**src/rtl/ssd_pkg.sv**
```systemverilog
// ============================================================================
// Module   : ssd_pkg
// Brief    : Shared 7-segment pattern constants and decoder state type.
// Revision : 1.0
// ============================================================================
`default_nettype none

package ssd_pkg;

  localparam logic [6:0] SSD_BLANK = 7'h00;

  // Segment order {g,f,e,d,c,b,a}; element i is the pattern for hex digit i.
  localparam logic [15:0][6:0] SSD_HEX = {
    7'h71, 7'h79, 7'h5E, 7'h39, 7'h7C, 7'h77, 7'h6F, 7'h7F,
    7'h07, 7'h7D, 7'h6D, 7'h66, 7'h4F, 7'h5B, 7'h06, 7'h3F
  };

  typedef enum logic [0:0] {
    SETTLE = 1'b0,
    STABLE = 1'b1
  } ssd_state_e;

endpackage

`default_nettype wire

```
**src/rtl/ssd_pattern_lut.sv**
```systemverilog
// ============================================================================
// Module   : ssd_pattern_lut
// Brief    : Combinational reverse lookup of a segment pattern to its hex digit.
// Revision : 1.0
// ============================================================================
`default_nettype none

module ssd_pattern_lut
  import ssd_pkg::*;
(
  input  logic [6:0] pattern_i,
  output logic       hit_o,
  output logic [3:0] value_o,
  output logic       blank_o
);

  always_comb begin
    hit_o   = 1'b0;
    value_o = 4'h0;
    for (int i = 0; i < 16; i++) begin
      if (pattern_i == SSD_HEX[i]) begin
        hit_o   = 1'b1;
        value_o = 4'(i);
      end
    end
    blank_o = (pattern_i == SSD_BLANK);
  end

endmodule

`default_nettype wire

```
**src/rtl/ssd_decoder.sv**
```systemverilog
// ============================================================================
// Module   : ssd_decoder
// Brief    : Glitch-filtered 7-segment pattern decoder with valid/ready output.
// Revision : 1.0
// ============================================================================
`default_nettype none

module ssd_decoder
  import ssd_pkg::*;
#(
  parameter int STABLE_CYCLES = 3
) (
  input  logic       clk,
  input  logic       rst,
  input  logic [6:0] ssd_in,
  output logic       out_valid,
  input  logic       out_ready,
  output logic [3:0] binary_out,
  output logic       blank_out,
  output logic       illegal_out,
  output logic       overrun
);

  localparam int            CW      = $clog2(STABLE_CYCLES + 1);
  localparam logic [CW-1:0] CNT_MAX = CW'(STABLE_CYCLES);
  localparam logic [CW-1:0] CNT_ONE = CW'(1);

  logic [6:0]    s_q;
  logic [CW-1:0] cnt_q, cnt_d;
  ssd_state_e    state_q, state_d;
  logic          valid_q, valid_d;
  logic [3:0]    bin_q, bin_d;
  logic          blank_q, blank_d;
  logic          ill_q, ill_d;
  logic          ovr_q, ovr_d;

  logic          w_changed;
  logic          w_load;
  logic          w_hit;
  logic [3:0]    w_value;
  logic          w_blank;

  ssd_pattern_lut u_lut (
    .pattern_i (ssd_in),
    .hit_o     (w_hit),
    .value_o   (w_value),
    .blank_o   (w_blank)
  );

  always_comb begin
    w_changed = (ssd_in != s_q);
    cnt_d     = cnt_q;
    state_d   = state_q;
    valid_d   = valid_q;
    bin_d     = bin_q;
    blank_d   = blank_q;
    ill_d     = ill_q;
    ovr_d     = ovr_q;

    if (w_changed) begin
      cnt_d = CNT_ONE;
    end else if (cnt_q != CNT_MAX) begin
      cnt_d = cnt_q + CNT_ONE;
    end

    // A change seen in STABLE only loads immediately when one edge suffices.
    w_load = ((state_q == SETTLE) || w_changed) && (cnt_d == CNT_MAX);

    if (w_load) begin
      state_d = STABLE;
    end else if (w_changed) begin
      state_d = SETTLE;
    end

    if (w_load) begin
      valid_d = 1'b1;
      bin_d   = w_hit ? w_value : 4'h0;
      blank_d = w_blank;
      ill_d   = !w_hit && !w_blank;
      if (valid_q && !out_ready) begin
        ovr_d = 1'b1;
      end
    end else if (valid_q && out_ready) begin
      valid_d = 1'b0;
    end
  end

  always_ff @(posedge clk) begin
    if (rst) begin
      s_q     <= SSD_BLANK;
      cnt_q   <= '0;
      state_q <= SETTLE;
      valid_q <= 1'b0;
      bin_q   <= 4'h0;
      blank_q <= 1'b0;
      ill_q   <= 1'b0;
      ovr_q   <= 1'b0;
    end else begin
      s_q     <= ssd_in;
      cnt_q   <= cnt_d;
      state_q <= state_d;
      valid_q <= valid_d;
      bin_q   <= bin_d;
      blank_q <= blank_d;
      ill_q   <= ill_d;
      ovr_q   <= ovr_d;
    end
  end

  assign out_valid   = valid_q;
  assign binary_out  = bin_q;
  assign blank_out   = blank_q;
  assign illegal_out = ill_q;
  assign overrun     = ovr_q;

endmodule

`default_nettype wire

```
**config.mk**
```make
export PLATFORM = sky130hd
export DESIGN_NAME = ssd_decoder
export DESIGN_NICKNAME = d
export VERILOG_FILES = /design/src/rtl/ssd_pkg.sv /design/src/rtl/ssd_pattern_lut.sv /design/src/rtl/ssd_decoder.sv
export SDC_FILE = /design/constraint.sdc
export NUM_CORES = 1
export LEC_CHECK = 0
export CAP_MARGIN = 25
export CORE_UTILIZATION = 45
export DETAILED_ROUTE_END_ITERATION = 10
export GPL_TIMING_DRIVEN = 1
export PLACE_DENSITY = 0.7
export SLEW_MARGIN = 20
export SYNTH_ARGS = -nofsm -noshare
export SYNTH_HDL_FRONTEND = slang
export SYNTH_HIERARCHICAL = 1
export SYNTH_SLANG_ARGS = --single-unit
```
**constraint.sdc**
```tcl
create_clock -name clk -period 1.8 [get_ports clk]
set_clock_uncertainty 0.1 [all_clocks]
set_input_delay 0.18 -clock clk [delete_from_list [all_inputs] [get_ports clk]]
set_output_delay 0.18 -clock clk [all_outputs]
set_load 0.1 [all_outputs]
```
==> Word-level counts from Yosys, hierarchy flattened <==
Cells that the tools add are included.
{ "totals": {"regBits": 18, "inputBits": 10, "out_inout_bits": 8, "wordCells": 79} }
{ "op_classes": {"add_sub_neg": 1, "eq_ne": 19, "muxes": 38, "bitwise_logic": 1, "n_reduce_logical": 12} }
{ "ops": {"columns": ["op", "n"], "rows": [
  ["$eq A7 B7 Y1 const B", 12],
  ["$mux W4", 9],
  ["$mux W1", 21],
  ["$eq A7 B3 Y1 const B", 2],
  ["$eq A7 B6 Y1 const B", 2],
  ["$mux W3", 4],
  ["$mux W2", 4],
  ["$logic_not A7 Y1", 1],
  ["$ne A7 B7 Y1", 1],
  ["$logic_and A1 B1 Y1", 4],
  ["$reduce_bool A2 Y1", 2],
  ["$logic_not A1 Y1", 3],
  ["$add A2 B1 Y2 const B", 1],
  ["$eq A2 B2 Y1 const B", 1],
  ["$ne A2 B2 Y1 const B", 1],
  ["$reduce_and A2 Y1", 1],
  ["$logic_or A1 B1 Y1", 1],
  ["$not A1 Y1", 1]
]} }

==> Longest topological paths before layout <==
{ "depth": {"depth_word": 19, "depth_mapped": 8, "ltp_nobuf": 7} }

==> Modules after synthesis <==
Netlist, hierarchy kept.
{ "modules_own_cells": {"columns": ["module", "instances", "cells_each", "area_per_inst_um2", "seq_area_each_um2"], "rows": [
  ["ssd_decoder", 1, 70, 719.4, 360.3],
  ["ssd_pattern_lut", 1, 62, 401.6, 0.0]
]} }

==> Worst setup path before layout <==
OpenSTA, ideal clock, no wires.
{ "synth_timing": {"path_kind": "input to register", "startpoint": "in ssd_in[1]", "endpoint": "reg bin_q[0], in the netlist binary_out[0]", "setup_time_ns": 0.072, "arrival_time_ns": 1.482, "required_time_ns": 1.628, "setup_slack_ns": 0.146, "path_stages": 8, "n_path_buf": 1, "path_cell_list": "buf_2 -> nand3b_1 -> o32ai_1 -> a21oi_1 -> o211ai_1 -> nor2b_1 -> nand2_1 -> mux2i_1"} }
{ "synth_via": {"elab_chain_len": 18, "word_cells_on_any_way": 53, "classes_between": "eq/ne: 18; mux: 33; reduce/logical: 2"} }
{ "synth_rtl": {"columns": ["item", "line", "rtl"], "rows": [
  ["from (decl)", "ssd_decoder.sv:15", "input logic [6:0] ssd_in,"],
  ["$eq A7 B6 Y1", "ssd_pattern_lut.sv:21", "if (pattern_i == SSD_HEX[i]) begin"],
  ["$mux W1 (15 in a row)", "ssd_pattern_lut.sv:21", null],
  ["$mux W1 *", "ssd_pattern_lut.sv:21", null],
  ["net w_hit", "ssd_decoder.sv:39", "logic w_hit;"],
  ["$mux W4 *", "ssd_decoder.sv:77", "bin_d = w_hit ? w_value : 4'h0;"],
  ["to (signal assigned)", "ssd_decoder.sv:103", "bin_q <= bin_d;"],
  ["to (decl)", "ssd_decoder.sv:32", "logic [3:0] bin_q, bin_d;"]
]} }
Mark *: on every way through the listed nets, which the timed path passes. The rest lies on a longest branch.
A chain may end at the register's enable or synchronous reset.

==> Worst setup path after layout <==
{ "layout_timing": {"startpoint": "in ssd_in[0]", "endpoint": "reg ill_q, in the netlist illegal_out"} }
{ "layout_via": {"word_cells_on_any_way": 41, "classes_between": "eq/ne: 18; mux: 17; reduce/logical: 6"} }
{ "layout_rtl": {"columns": ["item", "line", "rtl"], "rows": [
  ["$logic_not A7 Y1", "ssd_pattern_lut.sv:26", "blank_o = (pattern_i == SSD_BLANK);"],
  ["net w_blank", "ssd_decoder.sv:41", "logic w_blank;"],
  ["$logic_not A1 Y1", "ssd_decoder.sv:79", "ill_d = !w_hit && !w_blank;"],
  ["$logic_and A1 B1 Y1", "ssd_decoder.sv:79", null],
  ["to (signal assigned)", "ssd_decoder.sv:105", "ill_q <= ill_d;"],
  ["to (decl)", "ssd_decoder.sv:34", "logic ill_q, ill_d;"]
]} }
The timed path passes the listed nets, and every way through them passes these cells.

==> metrics.md <==
| Metric | Value |
|---|---|
| Final clock period utilization by the worst path | `94.7%` |
| Number of detailed-route iterations in the first pass | `4` |
| Detailed Route WL | `2810 µm` |
| Average size of a mapped cell | `8.49 µm²` |
| Max-Cap Viols | `0` |
| Proportion of synthesized flip-flops having asynchronous set or reset | `0%` |
| Post-route setup TNS | `0 ns` |
| Maximum VDD drop | `0.471 mV` |
| Die Ht | `51.9 µm` |
| Met2 capacity usage during global routing | `34.8%` |
| Slack of the worst reg-to-reg path | `0.11 ns` |
| Share of synthesized area occupied by flip-flops and latches | `32.1%` |
| Cell area after placement | `1510 µm²` |
| Result of the run | `completed` |
| Post-synthesis cell count | `132` |
| Number of core rows | `17` |
| WL per Instance | `13.6 µm` |
| Ratio of cells with drive above 1 in the final layout | `33.7%` |
| Number of buffers inserted by hold repair at cts | `0` |
| Classification of the worst-slack hold path | `input pin to register` |
| Maximum number of pins on one net before global-route repair | `16` |
| Flip-flop and latch count after synthesis | `18` |
| Path type of the worst setup path | `input pin to register` |
| Fmax achieved | `586 MHz` |
| Number of stages on the worst hold path | `3` |
| Relative slew slack | `64.8%` |
| Number of synthesized flops with an enable pin | `0` |
| Number of inserted diodes | `0` |
| Crit path launch type | `input pin` |
| CTS max path bufs | `2` |
| Starting DRT DRC Count | `26` |
| Req. time, crit path | `1.88 ns` |
| Most common cell in the synthesized netlist | `sky130_fd_sc_hd__dfxtp_1` |
| Met1 layer usage reported by global route | `31.8%` |
| P per Cell Area | `505 nW/µm²` |
| Synth cell types | `40` |
| Number of global-route vias before repair | `1020` |
| Top cell type's share of synthesized area | `32.1%` |
| First-pass GRT wire length | `4530 µm` |
| H-tree Lvls | `1` |
| Primary FF master, synth | `sky130_fd_sc_hd__dfxtp_1` |
| Worst reg2reg path depth | `4` |
| Biggest area contributors in the synthesized netlist | `sky130_fd_sc_hd__dfxtp_1 (32%), sky130_fd_sc_hd__nor2b_1 (6.1%), sky130_fd_sc_hd__mux2i_1 (5.4%)` |
| Global route hottest layer | `met2` |
| Min Tclk post-route | `1.71 ns` |
| Vias | `1113` |
| Met3 layer usage reported by global route | `5.56%` |
| Number of setup violations in the final report | `0` |
| Worst flop-to-flop path startpoint | `s_q[6]$_SDFF_PP0_` |
| Transition time at the pin with the least slew margin | `0.527 ns` |
| Overall die area | `2690 µm²` |
| Starting Density | `49.3%` |
| DRT antenna net count | `0` |
| Max Slew Vio Count | `0` |
| Min-delay src | `ssd_in[2]` |
| Leak | `0.667 nW` |
| TritonCTS sink count | `18` |
| Clock tree from TritonCTS | `yes` |
| Number of buffers inserted during clock tree synthesis | `3` |
| Remaining routing DRC violations | `0` |
| Port bufs | `17` |
| Residual overflow from global routing | `0` |
| Count of synthesis-stage warnings from yosys | `6` |
| Critical path data arrival time | `1.79 ns` |
| Syn Std Cell Area | `1120 µm²` |
| Final Hold Vio Count | `0` |
| Antenna violations before repair | `0` |
| Clock insertion delay at the later pin of the skew report | `0.28 ns` |
| Hold Path Sink | `s_q[2]$_SDFF_PP0_` |
| Clock tree root buffer cell | `sky130_fd_sc_hd__clkbuf_4` |
| Commonest cells post-synth | `sky130_fd_sc_hd__dfxtp_1 (18), sky130_fd_sc_hd__nand2_1 (12), sky130_fd_sc_hd__nor2b_1 (11)` |
| Core Footprint | `2280 µm²` |
| Kind of end point of the critical path | `register` |
| R2r endpoint | `illegal_out$_SDFFE_PP0P_` |
| GRT Total Usage | `22.6%` |
| Highest net fanout along the worst path | `7` |
| Clock edge transition at the registers on the reported setup and hold paths | `0.09 ns` |
| Layout overhead on the synthesized area | `42.0%` |
| Via/cell ratio | `5.40` |
| Dpl hpwl | `2120 µm` |
| Biggest area consumer among synthesized cells | `sky130_fd_sc_hd__dfxtp_1` |
| Post-Route Hold Slack | `0.244 ns` |
| Design area | `1590 µm²` |
| RD Place Congestion | `0.869` |
| Count of pins on the block boundary | `18` |
| Die X | `51.9 µm` |
| Count of nets after finishing | `190` |
| Mapped Nets | `142` |
layout by cell type (no fill, tap or decap), drive strengths merged, types with 4 or more instances in the layout:
cell	Yosys	final
nand2	12	12
o22ai	6	6
clkbuf	2	4
nor2	9	9
nor2b	11	11
buf	7	43
dlygate4sd2	0	4
a21oi	4	4
nand2b	10	10
nor3	4	4
inv	4	4
mux2i	6	6
xor2	6	6
dfxtp	18	18
flip-flops by register name, indices dropped and copies added (netlist names):
name and count:
binary_out 4, out_valid 1, overrun 1, state_q 1, illegal_out 1, blank_out 1, s_q 7, cnt_q 2
repair_timing:
action | 4_1_cts | 5_1_grt
pin swaps | 5 | 3
setup endpoints to repair | 6 | 6
gates resized for setup | 15 | 4
buffers inserted | 1 | 0
worst max path at each step:
| stage | start | end | slack, ns |
|---|---|---|---|
| finish | ssd_in[0] | illegal_out$_SDFFE_PP0P_ | 0.09 |
| global route | ssd_in[0] | binary_out[0]$_SDFFE_PP0P_ | -0.0001 |
| CTS | ssd_in[2] | illegal_out$_SDFFE_PP0P_ | 0.005 |
| detailed placement | ssd_in[1] | binary_out[0]$_SDFFE_PP0P_ | -0.50 |
| global placement | ssd_in[1] | binary_out[1]$_SDFFE_PP0P_ | -0.49 |
| floorplan | ssd_in[1] | binary_out[0]$_SDFFE_PP0P_ | 0.15 |
kinds of logic (layout without fill, tap and decap cells):
kind of cell,after synthesis,in the layout,share of synthesized area (%)
simple gates,62,62,33.8
flops,18,18,32.1
compound gates,23,23,14.7
buf+inv,13,59,5.58
mux,7,7,6.70
xor+xnor,9,9,7.03
layout make-up:
class / count / area (µm²)
Multi-Input combinational cell: 101 / 746
Fill cell: 181 / 684
Timing Repair Buffer: 52 / 413
Sequential cell: 18 / 360
Tap cell: 28 / 35.0
Clock buffer: 3 / 22.5
Inverter: 4 / 15.0
critical path, stage by stage:
cell and delay [ns]:
sky130_fd_sc_hd__clkdlybuf4s50_1 0.46, sky130_fd_sc_hd__buf_4 0.19, sky130_fd_sc_hd__or4_1 0.47, sky130_fd_sc_hd__nor2_1 0.14
sky130_fd_sc_hd__nor3_1 0.08, sky130_fd_sc_hd__mux2_4 0.27
where the power goes:
group / leakage, nW / internal (W) / switching, W
Clock: 0.0138 / 0.0000776 / 0.000109
Combinational: 0.506 / 0.000104 / 0.000102
Sequential: 0.147 / 0.000408 / 0.00000400
Total: 0.667 / 0.000589 / 0.000214
routing by layer:
metal	vias to the layer above	wire length [µm]
li1	563	-
met1	507	1330
met2	41	1310
met3	2	159
met4	0	10
met5	-	0
through the flow:
step	power [W]	worst slack [ns]	util (%)	std cells
detailed placement	0.000614	-0.498	66.5	202
global route	0.000840	-0.000132	69.9	206
global placement	0.000613	-0.490	66.5	202
floorplan	0.000517	0.146	-	132
finish	0.000803	0.0950	69.9	206
CTS	0.000807	0.00486	69.8	206
No activity file was read; power rests on OpenSTA's default activity.
